<file path="src/rtl/enc42_sched_pkg.sv">
// Shared constants and helpers for the enc42_sched request encoder.
// Included by the encoder top and its priority-search sub-module.
package enc_pkg;

   localparam int N_DEF = 4;

   function automatic int idx_w(input int n);
      return (n < 2) ? 1 : $clog2(n);
   endfunction

   // Widest supported request vector is 16 lines; callers truncate to N.
   function automatic logic [15:0] onehot(input int unsigned idx, input int unsigned n);
      logic [15:0] v;
      v = '0;
      if (idx < n && idx < 16)
         v[idx] = 1'b1;
      return v;
   endfunction

endpackage

</file>
<file path="src/rtl/enc42_sched_prio_find.sv">
// Combinational search over a request bitmap: highest index wins in fixed mode,
// or first set bit at/after (start+1) mod N with wrap-around in round-robin mode.
module prio_find
   import enc_pkg::*;
#(
   parameter  int N = N_DEF,
   localparam int W = idx_w(N)
) (
   input  logic [N-1:0] req,
   input  logic [W-1:0] start,
   input  logic         rr_mode,
   output logic         found,
   output logic [W-1:0] idx
);

   always_comb begin
      found = |req;
      idx   = '0;
      if (rr_mode) begin
         // Walk farthest-first so the nearest candidate after start overwrites last.
         for (int k = N - 1; k >= 0; k--) begin
            if (req[W'(start + W'(k + 1))])
               idx = W'(start + W'(k + 1));
         end
      end else begin
         for (int k = 0; k < N; k++) begin
            if (req[k])
               idx = W'(k);
         end
      end
   end

endmodule

</file>
<file path="src/rtl/enc42_sched.sv">
// Registered N-to-log2(N) request encoder with sticky pending bitmap and valid/ready output.
// Define ENC42_SCHED_ROUND_ROBIN_EN to replace fixed highest-index priority with round-robin.
module enc42_sched
   import enc_pkg::*;
#(
   parameter  int N = N_DEF,
   localparam int W = idx_w(N)
) (
   input  logic         CLK,
   input  logic         RST,
   input  logic         EN,
   input  logic [N-1:0] IN,
   output logic [W-1:0] OUT,
   output logic         OUT_VALID,
   input  logic         OUT_READY,
   output logic         OVR,
   output logic         IDLE
);

   logic [N-1:0] r_pending;
   logic [W-1:0] r_out;
   logic         r_out_valid;
   logic         r_ovr;

   logic [N-1:0] w_set_vec;
   logic [N-1:0] w_clr_vec;
   logic [N-1:0] w_pending_next;
   logic         w_free;
   logic         w_found;
   logic [W-1:0] w_idx;
   logic [W-1:0] w_start;
   logic         w_rr_mode;

`ifdef ENC42_SCHED_ROUND_ROBIN_EN
   logic [W-1:0] r_ptr;

   // Reset to N-1 so the first search begins at index 0.
   always_ff @(posedge CLK or posedge RST) begin
      if (RST)
         r_ptr <= W'(N - 1);
      else if (w_free && w_found)
         r_ptr <= w_idx;
   end

   assign w_start   = r_ptr;
   assign w_rr_mode = 1'b1;
`else
   assign w_start   = '0;
   assign w_rr_mode = 1'b0;
`endif

   prio_find #(.N(N)) u_prio_find (
      .req     (r_pending),
      .start   (w_start),
      .rr_mode (w_rr_mode),
      .found   (w_found),
      .idx     (w_idx)
   );

   assign w_free    = !r_out_valid || OUT_READY;
   assign w_set_vec = EN ? IN : '0;
   assign w_clr_vec = (w_free && w_found) ? N'(onehot(32'(w_idx), N)) : '0;
   // A bit set and cleared in the same cycle stays pending (set wins).
   assign w_pending_next = (r_pending & ~w_clr_vec) | w_set_vec;

   always_ff @(posedge CLK or posedge RST) begin
      if (RST) begin
         r_pending   <= '0;
         r_out       <= '0;
         r_out_valid <= 1'b0;
         r_ovr       <= 1'b0;
      end else begin
         r_pending <= w_pending_next;
         r_ovr     <= |(w_set_vec & r_pending & ~w_clr_vec);
         if (w_free) begin
            r_out_valid <= w_found;
            if (w_found)
               r_out <= w_idx;
         end
      end
   end

   assign OUT       = r_out;
   assign OUT_VALID = r_out_valid;
   assign OVR       = r_ovr;
   assign IDLE      = (r_pending == '0) && !r_out_valid;

endmodule

</file>
<file path="config.mk">
export PLATFORM = sky130hd
export DESIGN_NAME = enc42_sched
export DESIGN_NICKNAME = d
export VERILOG_FILES = /design/src/rtl/enc42_sched_pkg.sv /design/src/rtl/enc42_sched_prio_find.sv /design/src/rtl/enc42_sched.sv
export SDC_FILE = /design/constraint.sdc
export NUM_CORES = 1
export LEC_CHECK = 0
export CAP_MARGIN = 20
export CELL_PAD_IN_SITES_DETAIL_PLACEMENT = 0
export CELL_PAD_IN_SITES_GLOBAL_PLACEMENT = 1
export CORE_MARGIN = 3
export CORE_UTILIZATION = 26
export DETAILED_ROUTE_END_ITERATION = 12
export HOLD_SLACK_MARGIN = 0.02
export PLACE_DENSITY_LB_ADDON = 0.1
export SLEW_MARGIN = 20
export SYNTH_ARGS = -nofsm -noshare
export SYNTH_HDL_FRONTEND = slang
export SYNTH_SLANG_ARGS = --single-unit
</file>
<file path="constraint.sdc">
create_clock -name CLK -period 1.1 [get_ports CLK]
set_input_delay 0.165 -clock CLK [delete_from_list [all_inputs] [get_ports CLK]]
set_output_delay 0.165 -clock CLK [all_outputs]
set_load 0.01 [all_outputs]
</file>
After elaboration in Yosys (flattened, before gate mapping)
Index checks and enable logic that the tools add are counted.
W data, S select, Z words.
- add/subtract/negate cells: 0
- multiply operators: 0
- div/mod/pow operators: 0
- order comparisons: 2
- equal/unequal tests: 0
- shifts and indexed selects: 0
- multiplexer cells: 7
- bitwise operators: 5
- reductions and logical operators: 9
- operators by type and width (operator ; number):
    $and A4 B4 Y4 ; 3
    $mux W4 ; 2
    $reduce_or A4 Y1 ; 2
    $lt A2 B5 Y1 const B ; 1
    $logic_not A4 Y1 ; 1
    $mux W2 ; 2
    $not A4 Y4 ; 1
    $or A4 B4 Y4 ; 1
    $logic_and A1 B1 Y1 ; 3
    $demux W1 S2 ; 1
    $ge A2 B1 Y1 const B ; 1
    $mux W1 ; 2
    $reduce_and A2 Y1 ; 1
    $logic_not A1 Y1 ; 1
    $logic_or A1 B1 Y1 ; 1
- flip-flop bits (word level): 8
- bits in latches: 0
- RAM bits: 0
- memory bits (read-only): 0
- bits of input ports: 8
- output and inout port bits: 5
- logic and storage cells: 27
- memories kept: 0

Depth between registers and ports, before layout
- depth after elaboration: 11
- gate-level depth with buffers: 4
- mapped depth without buffers: 4

By module
A second synthesis with hierarchy kept.
- cells, all modules: 53
- area total of the unflattened synthesis: 480.5 um2
- modules (own cells, without submodules) (module ; instances ; cells each ; area each (um2) ; seq. area each (um2)):
    enc42_sched ; 1 ; 35 ; 375.4 ; 200.2
    prio_find ; 1 ; 18 ; 105.1 ; 0.0

Worst setup path after synthesis
Ideal clock, no wire load.
- kind: register -> register
- start: register r_out_valid (netlist: OUT_VALID)
- end: register r_ovr (netlist: OVR)
- setup time: 127 ps
- data arrival time: 950 ps
- data required time: 973 ps
- setup slack: 22 ps
- stages on the path, launching flop included: 5
- path buffers: 0
- clock period less this slack: 1078 ps
- path through: dfrtp_1 nor2b_4 nand2b_1 o21ai_1 o211ai_2
- cells in the longest elaborated chain, start to end: 7
- ends and longest elaborated chain (element ; line ; text):
    start, declared ; enc42_sched.sv:22 ; logic r_out_valid;
    start signal, assigned ; enc42_sched.sv:76 ; r_out_valid <= w_found;
    $logic_not A1 Y1 ; enc42_sched.sv:60 ; assign w_free = !r_out_valid || OUT_READY;
    $logic_or A1 B1 Y1 ; enc42_sched.sv:60 ;
    $logic_and A1 B1 Y1 ; enc42_sched.sv:62 ; assign w_clr_vec = (w_free && w_found) ? N'(onehot(32'(w_idx), N)) : '0;
    $mux W4 ; enc42_sched.sv:62 ;
    $not A4 Y4 ; enc42_sched.sv:74 ; r_ovr <= |(w_set_vec & r_pending & ~w_clr_vec);
    $and A4 B4 Y4 ; enc42_sched.sv:74 ;
    $reduce_or A4 Y1 ; enc42_sched.sv:74 ;
    end signal, assigned ; enc42_sched.sv:74 ;
    end, declared ; enc42_sched.sv:23 ; logic r_ovr;
Every way passes these cells.
A chain may end at the register's enable or synchronous reset.

Worst setup path after layout
- start: register r_pending[0]
- end: output port IDLE
- cells in the longest elaborated chain, start to end: 2
- ends and longest elaborated chain (element ; line ; text):
    start, declared ; enc42_sched.sv:20 ; logic [N-1:0] r_pending;
    start signal, assigned ; enc42_sched.sv:73 ; r_pending <= w_pending_next;
    $logic_not A4 Y1 ; enc42_sched.sv:86 ; assign IDLE = (r_pending == '0) && !r_out_valid;
    $logic_and A1 B1 Y1 ; enc42_sched.sv:86 ;
    end, declared ; enc42_sched.sv:17 ; output logic IDLE
Every way passes these cells.

==> metrics.txt <==
# TYPE chip_impl_metric gauge
chip_impl_info{name="worst_setup_path_end_kind",value="output pin"} 1
chip_impl_metric{name="synth-edff-count",unit=""} 0
chip_impl_metric{name="die_area",unit="um2"} 1860
chip_impl_info{name="grt_setup_unrepaired",value="yes"} 1
chip_impl_metric{name="finalWorstPathRequiredPeriod",unit="ns"} 1.21
chip_impl_metric{name="slew_violations",unit=""} 0
chip_impl_metric{name="rr_worst_depth",unit=""} 5
chip_impl_metric{name="area_growth",unit="%"} 81.5
chip_impl_metric{name="worst_slew_margin_rel",unit=""} 0.797
chip_impl_metric{name="clock_path_buffers",unit=""} 2
chip_impl_info{name="reg2reg_from",value="r_pending[2]$_DFF_PP0_"} 1
chip_impl_metric{name="syn-instance-count",unit=""} 38
chip_impl_metric{name="drt_pre_antenna_iters",unit=""} 2
chip_impl_metric{name="antenna_violations_before_repair",unit=""} 0
chip_impl_metric{name="dpl.cell_count",unit=""} 73
chip_impl_metric{name="grt_overflow_total",unit=""} 0
chip_impl_metric{name="routed_wl",unit="um"} 923
chip_impl_metric{name="finalCritPeriodShare",unit=""} 1.10
chip_impl_metric{name="grt_max_degree",unit=""} 9
chip_impl_metric{name="cap_violations",unit=""} 0
chip_impl_metric{name="layout-drive-gt1-share",unit=""} 0.385
chip_impl_info{name="setup.worst_path.start_class",value="flop"} 1
chip_impl_info{name="cts_root_buffer",value="sky130_fd_sc_hd__clkbuf_4"} 1
chip_impl_metric{name="met3_wirelength",unit="um"} 70
chip_impl_metric{name="initial_utilization",unit=""} 0.298
chip_impl_info{name="synth_ff_type",value="sky130_fd_sc_hd__dfrtp_1"} 1
chip_impl_metric{name="worst_slack",unit="ns"} -0.106
chip_impl_metric{name="postSynthRegisterBits",unit=""} 8
chip_impl_metric{name="grt_first_pass_wirelength",unit="um"} 1500
chip_impl_metric{name="crit_arrival",unit="ns"} 1.04
chip_impl_metric{name="leakage",unit="uW"} 0.000296
chip_impl_metric{name="postLayoutCoreUtil",unit=""} 0.541
chip_impl_metric{name="routedLengthMet1",unit="um"} 363
chip_impl_metric{name="die_h",unit="um"} 43.1
chip_impl_metric{name="hpwl",unit="um"} 700
chip_impl_metric{name="finalClockSkew",unit="ns"} 0.00258
chip_impl_metric{name="core",unit="um2"} 1200
chip_impl_metric{name="first_global_vias",unit=""} 346
chip_impl_metric{name="worst-slew-pin-transition",unit="ns"} 0.304
chip_impl_metric{name="netlist_area",unit="um2"} 358
chip_impl_metric{name="final_hold_slack",unit="ns"} 0.162
chip_impl_metric{name="worst_path_required",unit="ns"} 0.94
chip_impl_metric{name="share_of_the_synthesized_area_in_the_top_cell_type",unit=""} 0.559
chip_impl_metric{name="routed-wl-met2",unit="um"} 483
chip_impl_metric{name="vdd_drop_max",unit="mV"} 0.538
chip_impl_metric{name="timing.fmax",unit="MHz"} 829
chip_impl_metric{name="post-route-drc-count",unit=""} 0
chip_impl_metric{name="dieWidth",unit="um"} 43.1
chip_impl_metric{name="drt-vias-per-instance",unit=""} 4.48
chip_impl_metric{name="cts_inserted_buffers",unit=""} 3
chip_impl_metric{name="timing.final.hold_violations",unit=""} 0
chip_impl_metric{name="synth.avg_cell_area",unit="um2"} 9.42
chip_impl_info{name="timing.rr.end",value="OVR$_DFF_PP0_"} 1
chip_impl_info{name="status",value="complete, but fails checks"} 1
chip_impl_metric{name="power.density_cell_area",unit="nW/um2"} 1340
chip_impl_metric{name="detail_route.iter0.violations",unit=""} 1
chip_impl_metric{name="synthDistinctLibCells",unit=""} 15
chip_impl_info{name="yosysTopAreaCell",value="sky130_fd_sc_hd__dfrtp_1"} 1
chip_impl_info{name="top_layer",value="met4"} 1
chip_impl_info{name="clock_tree_from_tritoncts",value="built"} 1
chip_impl_metric{name="wire_per_inst",unit="um"} 11.7
chip_impl_info{name="setup.worst_path.start",value="r_pending[0]$_DFF_PP0_"} 1
chip_impl_metric{name="postSynth.asyncResetShare",unit=""} 1.00
chip_impl_info{name="synth.cells.most_frequent",value="sky130_fd_sc_hd__nand2_1, sky130_fd_sc_hd__dfrtp_1, sky130_fd_sc_hd__nor2_1, sky130_fd_sc_hd__o21ai_0"} 1
chip_impl_metric{name="vias",unit=""} 354
chip_impl_metric{name="insertedDiodeCount",unit=""} 0
chip_impl_metric{name="tritoncts_num_sinks",unit=""} 8
chip_impl_metric{name="setup_total_negative_slack",unit="ns"} -0.229
chip_impl_metric{name="htree_num_levels",unit=""} 1
chip_impl_info{name="timing.critical_path.to",value="IDLE"} 1
chip_impl_metric{name="clock_latency",unit="ns"} 0.25
chip_impl_metric{name="synth.yosys.warnings",unit=""} 0
chip_impl_info{name="synth.top_cells.by_area",value="sky130_fd_sc_hd__dfrtp_1, sky130_fd_sc_hd__nand2_1, sky130_fd_sc_hd__o21ai_0"} 1
chip_impl_metric{name="instances_no_fill",unit=""} 79
chip_impl_metric{name="finalSetupViolCount",unit=""} 4
chip_impl_metric{name="design_power_total",unit="uW"} 868
chip_impl_info{name="failed_checks",value="negative setup slack"} 1
chip_impl_info{name="criticalPathCategory",value="flop to output pin"} 1
chip_impl_metric{name="syn-num-nets",unit=""} 46
chip_impl_metric{name="global_route.usage.total",unit=""} 0.116
chip_impl_metric{name="reg2reg_slack",unit="ns"} -0.08
chip_impl_info{name="holdCritPathClass",value="primary input to asynchronous set/reset pin"} 1
chip_impl_metric{name="place.gp.congestion",unit=""} 0.795
chip_impl_metric{name="pin_count",unit=""} 13
chip_impl_metric{name="portBuffers",unit=""} 12
chip_impl_metric{name="antenna_left",unit=""} 0
chip_impl_metric{name="worst_setup_hold_path_clk_slew",unit="ns"} 0.05
chip_impl_metric{name="yosysSeqAreaShare",unit=""} 0.559
chip_impl_metric{name="fin_nets",unit=""} 75
chip_impl_info{name="cell_with_the_most_instances_after_synthesis",value="sky130_fd_sc_hd__nand2_1"} 1
chip_impl_metric{name="biggest_fanout_along_the_worst_timing_path",unit=""} 3
chip_impl_metric{name="placement_rows",unit=""} 12
==> critical path: stages (launching register included) <==
cell and delay [ns]:
sky130_fd_sc_hd__dfrtp_1 0.38, sky130_fd_sc_hd__nor2_2 0.15, sky130_fd_sc_hd__nand2_1 0.07, sky130_fd_sc_hd__nor2_1 0.07
sky130_fd_sc_hd__buf_2 0.13
==> per-stage QoR <==
step | setup WS (ns) | area, um2
3_5_place_dp | -0.323 | 563
3_3_place_gp | -0.285 | 563
2_1_floorplan | 0.0222 | 358
6_report | -0.106 | 649
4_1_cts | -0.139 | 611
5_1_grt | -0.196 | 649
==> flip-flops by register name, summed over array words and instances (netlist names) <==
register	count
OVR	1
r_pending	4
OUT_VALID	1
OUT	2
==> cells by family (layout without fill, tap and decap cells) <==
logic type,Yosys count,count (layout),synth area share
AO/OA/AOI/OAI,10,10,0.182
flip-flops,8,8,0.559
AND/OR/NAND/NOR,18,18,0.238
buffers and inverters,2,29,0.0210
==> power by group <==
group	total (uW)	internal [uW]	switching, uW	leakage, uW
Combinational	289	160	129	0.000194
Clock	218	124	93.2	0.0000138
Sequential	361	336	25.1	0.0000884
Total	868	621	247	0.000296
==> routing by layer <==
layer / up-vias / track usage
met5: - / 0
met4: 0 / 0.0904
met3: 2 / 0.0297
met2: 12 / 0.192
met1: 155 / 0.124
li1: 185 / -
==> how the worst min path moves through the flow <==
stage,end,depth (start not counted)
CTS,r_pending[2]$_DFF_PP0_,2
finish,r_pending[2]$_DFF_PP0_,2
detailed placement,r_pending[2]$_DFF_PP0_,2
floorplan,OUT[0]$_DFFE_PP0P_,1
global placement,OUT[0]$_DFFE_PP0P_,2
global route,r_pending[2]$_DFF_PP0_,2
==> repair_timing <==
item | in CTS | in global routing
setup endpoints to repair | 8 | 7
pin swaps | 4 | 7
gates cloned | 0 | 0
hold buffers | 0 | 0
setup buffers | 1 | 3
gates resized for setup | 15 | 8
==> final cells by class <==
type,count,area (um2)
tap,14,17.5
timing repair buffer,24,209
fill,114,552
sequential,8,200
inverter,2,7.51
clock buffer,3,22.5
multi-input combinational,28,193
==> cell usage in the layout, fill, tap and decap left out <==
cell type,n
sky130_fd_sc_hd__nand2_1,9
sky130_fd_sc_hd__inv_1,1
sky130_fd_sc_hd__nor2_1,1
sky130_fd_sc_hd__a21oi_1,1
sky130_fd_sc_hd__o21ai_4,1
sky130_fd_sc_hd__clkdlybuf4s50_1,7
sky130_fd_sc_hd__nor3_4,1
sky130_fd_sc_hd__o22a_1,1
sky130_fd_sc_hd__clkbuf_4,3
sky130_fd_sc_hd__dfrtp_1,8
sky130_fd_sc_hd__nor2b_4,1
sky130_fd_sc_hd__o21ai_0,2
sky130_fd_sc_hd__o211ai_2,1
sky130_fd_sc_hd__buf_6,2
sky130_fd_sc_hd__nand3_1,1
sky130_fd_sc_hd__nor2_4,1
sky130_fd_sc_hd__o21ai_1,3
sky130_fd_sc_hd__a22o_1,1
sky130_fd_sc_hd__dlygate4sd2_1,3
sky130_fd_sc_hd__or2_0,1
sky130_fd_sc_hd__inv_2,1
sky130_fd_sc_hd__buf_2,1
sky130_fd_sc_hd__buf_4,10
sky130_fd_sc_hd__nor2_2,2
sky130_fd_sc_hd__nand2b_4,1
sky130_fd_sc_hd__clkdlybuf4s15_1,1
(Power assumes the default switching activity.)
==> patch 1 (same flow settings) <==
Add a define of `ENC42_SCHED_ROUND_ROBIN_EN`.
--- a/src/rtl/enc42_sched.sv
+++ b/src/rtl/enc42_sched.sv
@@ -1,5 +1,7 @@
 // Registered N-to-log2(N) request encoder with sticky pending bitmap and valid/ready output.
 // Define ENC42_SCHED_ROUND_ROBIN_EN to replace fixed highest-index priority with round-robin.
+`define ENC42_SCHED_ROUND_ROBIN_EN
+
 module enc42_sched
    import enc_pkg::*;
 #(
Function: changed (a bounded check fails within 4 cycles, from zero or initial values and one cycle with RST high).
==> patch 1 against the unedited design <==
- the run still ends with negative setup slack left
- via count is 35% higher
- wire length is 35% higher
- critical endpoint is now OVR
- non-clock buffer count is 2 higher
- worst setup slack worse by 0.44 ns
- largest power group is now combinational cells
- count of clock-buffer cells in the layout is 1 higher
- sequential cell count is 2 higher
- design area is 29% higher
- synthesized area is 43% higher
- total power grew to 2.6 times the old value
==> patch 1: results (changes against the unedited design) <==
largest net degree at the start of global routing=11 (+2); Via density=4.35 (-3.0%); most common library cells after synthesis=dfrtp_1, inv_1, nand2_1, nor2_1, o21ai_0; met1 Usage GRT=13.4% (+0.99 points); Yosys cell types=23 (+8); top cells by area, synth=dfrtp_1, dfstp_2, inv_1, nand2_1, o21ai_0; R2R depth=7 (+2); nets=94 (+25%); Critical path origin=r_pending[1]; Total Routing Usage GR=10.5% (-1.2 points); M1 wire length=569 um (+57%); Leak=0.385 nW (+30%); met2 usage=17.0% (-2.2 points); violated checks=negative setup slack; Filler cells=169 (+48%); pre-CTS WS=-0.557 ns (-0.234 ns); Synth Net Count=63 (+37%); VDD IR-drop max=0.00126 V (+130%); DR WL met2=622 um (+29%); half-perimeter wire length after placement=915 um (+31%); DRT Pass-1 Iters=4 (+2); met3 usage=1.78% (-1.2 points); Iteration-0 DRC Markers=5 (+4); setup ws final=-0.544 ns (-0.437 ns); endpoints failing setup=10 (+6); worst-margin pin slew=0.402 ns (+0.0977 ns); crit path DAT=1.79 ns (+0.75 ns); share of cells above drive strength 1=44.7% (+6.2 points); GPL Wtd Cong=0.764 (-3.9%); outcome=complete, but fails checks; met3 WL post-DR=38 um (-46%)
==> patch 1: what timing repair did <==
| item | CTS | global route |
|---|---|---|
| setup endpoints to repair | 14 | 14 |
| gates resized for setup | 16 | 8 |
| pin swaps | 8 | 5 |
| cloned | 0 | 0 |
| setup buffers | 2 | 1 |
==> patch 1: cell families (layout without fill, tap and decap cells) <==
kind of cell           count (synthesis)  after routing  share of synthesized area [%]
buffers and inverters                  8             38                           5.87
and+or+nand+nor                       22             22                           22.3
DFF                                   10             10                           49.4
AOI/OAI and AO/OA                     15             15                           22.5
==> patch 1: area by class of cell <==
class	instances	area [um2]	area share [%]
clock buffers	4	36.3	4.35
inverters	8	30.0	3.60
multi-input cells	37	265	31.8
flip-flops and latches	10	253	30.3
well taps	25	31.3	3.75
repair buffers	26	219	26.2
==> patch 1: critical path, cell delays in order (launching register included) <==
cell	delay, ns
dfrtp_1	0.39
buf_6	0.12
or2_1	0.22
a311oi_2	0.27
nand2_2	0.13
o21ai_2	0.15
o22a_1	0.16
o221ai_2	0.08
==> patch 1: final timing paths <==
kind                           endpoint  slack (ns)
setup / recovery                    OVR       -0.54
hold / removal                   OUT[0]        0.18
setup reg to reg                    OVR       -0.54
hold reg to reg                  OUT[0]        0.50
max in group asynchronous      r_ptr[1]        0.61
min in group CLK           r_pending[2]        0.47
==> patch 1: power by group <==
group | switching (mW) | internal (mW) | leakage [nW]
Clock | 0.138 | 0.201 | 0.0210
Sequential | 0.132 | 0.555 | 0.107
Combinational | 0.601 | 0.672 | 0.257
==> patch 1: per-stage QoR <==
stage	setup TNS [ns]	instances	hold WS, ns
after global placement	-3.85	103	0.477
after CTS	-4.24	109	0.189
final	-4.14	110	0.177
after detailed placement	-3.71	103	0.476
after floorplan	-2.07	55	0.00375
after global routing	-4.90	110	0.206
==> patch 2 (config.mk and constraints unchanged) <==
Without the edit above. `r_pending` no longer has a reset.
--- a/src/rtl/enc42_sched.sv
+++ b/src/rtl/enc42_sched.sv
@@ -65,12 +65,10 @@
 
    always_ff @(posedge CLK or posedge RST) begin
       if (RST) begin
-         r_pending   <= '0;
          r_out       <= '0;
          r_out_valid <= 1'b0;
          r_ovr       <= 1'b0;
       end else begin
-         r_pending <= w_pending_next;
          r_ovr     <= |(w_set_vec & r_pending & ~w_clr_vec);
          if (w_free) begin
             r_out_valid <= w_found;
@@ -80,6 +78,10 @@
       end
    end
 
+   always_ff @(posedge CLK) begin
+      r_pending <= w_pending_next;
+   end
+
    assign OUT       = r_out;
    assign OUT_VALID = r_out_valid;
    assign OVR       = r_ovr;
Function: changed (a bounded check fails within 4 cycles, from zero or initial values and one cycle with RST high).
==> patch 2 against the unedited design <==
- the run still ends with negative setup slack left
- wire length fell by 14%
- synthesized area fell by 5.6%
- total power down 4.4%
- clock power up 2%
- worst setup slack gained 0.064 ns
- clock skew up 0.0032 ns
- combinational power fell by 16%
- design area fell by 8.9%
- global-route usage decreased by 1.2 points
- sequential cell count is the same
- sequential share of layout area about the same
- critical path depth is the same
- largest cell class is now multi-input gates
==> patch 2: results (changes against the unedited design) <==
async set-reset flop share out of synthesis=50.0% (-50 points); crit path DAT=0.98 ns (-0.06 ns); largest net degree at the start of global routing=6 (-3); main flop type after synthesis=dfxtp_1; Setup Skew=0.00577 ns (+0.00319 ns); Leak=0.269 nW (-9.1%); share of cells above drive strength 1=35.5% (-3.0 points); nets=72 (-4.0%); VDD IR-drop max=0.000659 V (+22%); DRC Markers=0 (unchanged); sequential fraction of the synthesis area=53.3% (-2.6 points); Placed Area=543 um2 (-3.6%); endpoints failing setup=1 (-3); Filler cells=106 (-7.0%); setup ws final=-0.0423 ns (+0.0641 ns); Fin Setup TNS=-0.0423 ns (+0.187 ns); GPL Wtd Cong=0.741 (-6.8%); Max stage delay cell, worst path=dfxtp_2; maximum clock path buffer count=2 (unchanged); Via density=4.64 (+3.7%); Total Routing Usage GR=10.4% (-1.2 points); compound-gate portion of the synthesized area=19.3% (+1.1 points); slowest stage delay, CP=0.33 ns (-0.05 ns); most common library cells after synthesis=nand2_1, dfrtp_1, dfxtp_1, nor2_1, o21ai_0; outcome=complete, but fails checks; R2R depth=4 (-1); pre-CTS WS=-0.277 ns (+0.0464 ns); initial antenna violation count=0 (unchanged); worst-margin pin slew=0.174 ns (-0.130 ns); Vias=353 (-0.28%); half-perimeter wire length after placement=624 um (-11%); Hold/Removal Path Class=in -> async; Yosys cell types=16 (+1); global-route wire length before repair=1.35 mm (-11%); average wire per standard cell=10.5 um (-10%); violated checks=negative setup slack
## patch 2: changes by cell type after synthesis
cell,change
dfrtp_1,-4
dfxtp_1,+4
## patch 2: metal layers
| metal | up-vias | GRT usage [%] | wire length, um |
|---|---|---|---|
| li1 | 178 | - | - |
| met1 | 157 | 8.88 | 299 |
| met2 | 14 | 18.5 | 407 |
| met3 | 4 | 3.86 | 73 |
| met4 | 0 | 9.32 | 19 |
| met5 | - | 0 | 0 |
## patch 2: final cells by class
type	instances	area [um2]	area share, %
clock buffers	3	22.5	3.81
flip-flops and latches	8	183	30.9
inverters	2	7.51	1.27
multi-input cells	28	184	31.1
repair buffers	21	178	30.0
well taps	14	17.5	2.96
## patch 2: worst max-delay path: cells and delay by family (launching register included)
family | cells | cell delay (ns)
and+or+nand+nor | 3 | 0.26
buffers and inverters | 1 | 0.14
DFF | 1 | 0.33
## patch 2: cells by family after synthesis
family | after synthesis
flops | 8
simple gates | 18
compound gates | 10
buf+inv | 2
## patch 2: final timing paths
kind	startpoint	endpoint	slack, ns
min in group CLK	r_pending[1]	OUT_VALID	0.46
max	r_pending[0]	IDLE	-0.04
min	RST	OUT[1]	0.1
min reg2reg	r_pending[1]	OUT_VALID	0.46
max reg2reg	OUT_VALID	OVR	0.05
max in group asynchronous	RST	OVR	0.85
## patch 2: what timing repair did
item,CTS,global route
hold endpoints to repair,0,0
cloned,0,0
pin swaps,2,2
gates resized for setup,14,4
endpoints found under the setup margin,7,4
buffers inserted,0,0
## patch 2: report_power, final
group	switching [mW]	total [mW]	internal, mW
clock	0.0980	0.223	0.125
sequential	0.0255	0.363	0.338
combinational	0.108	0.244	0.136
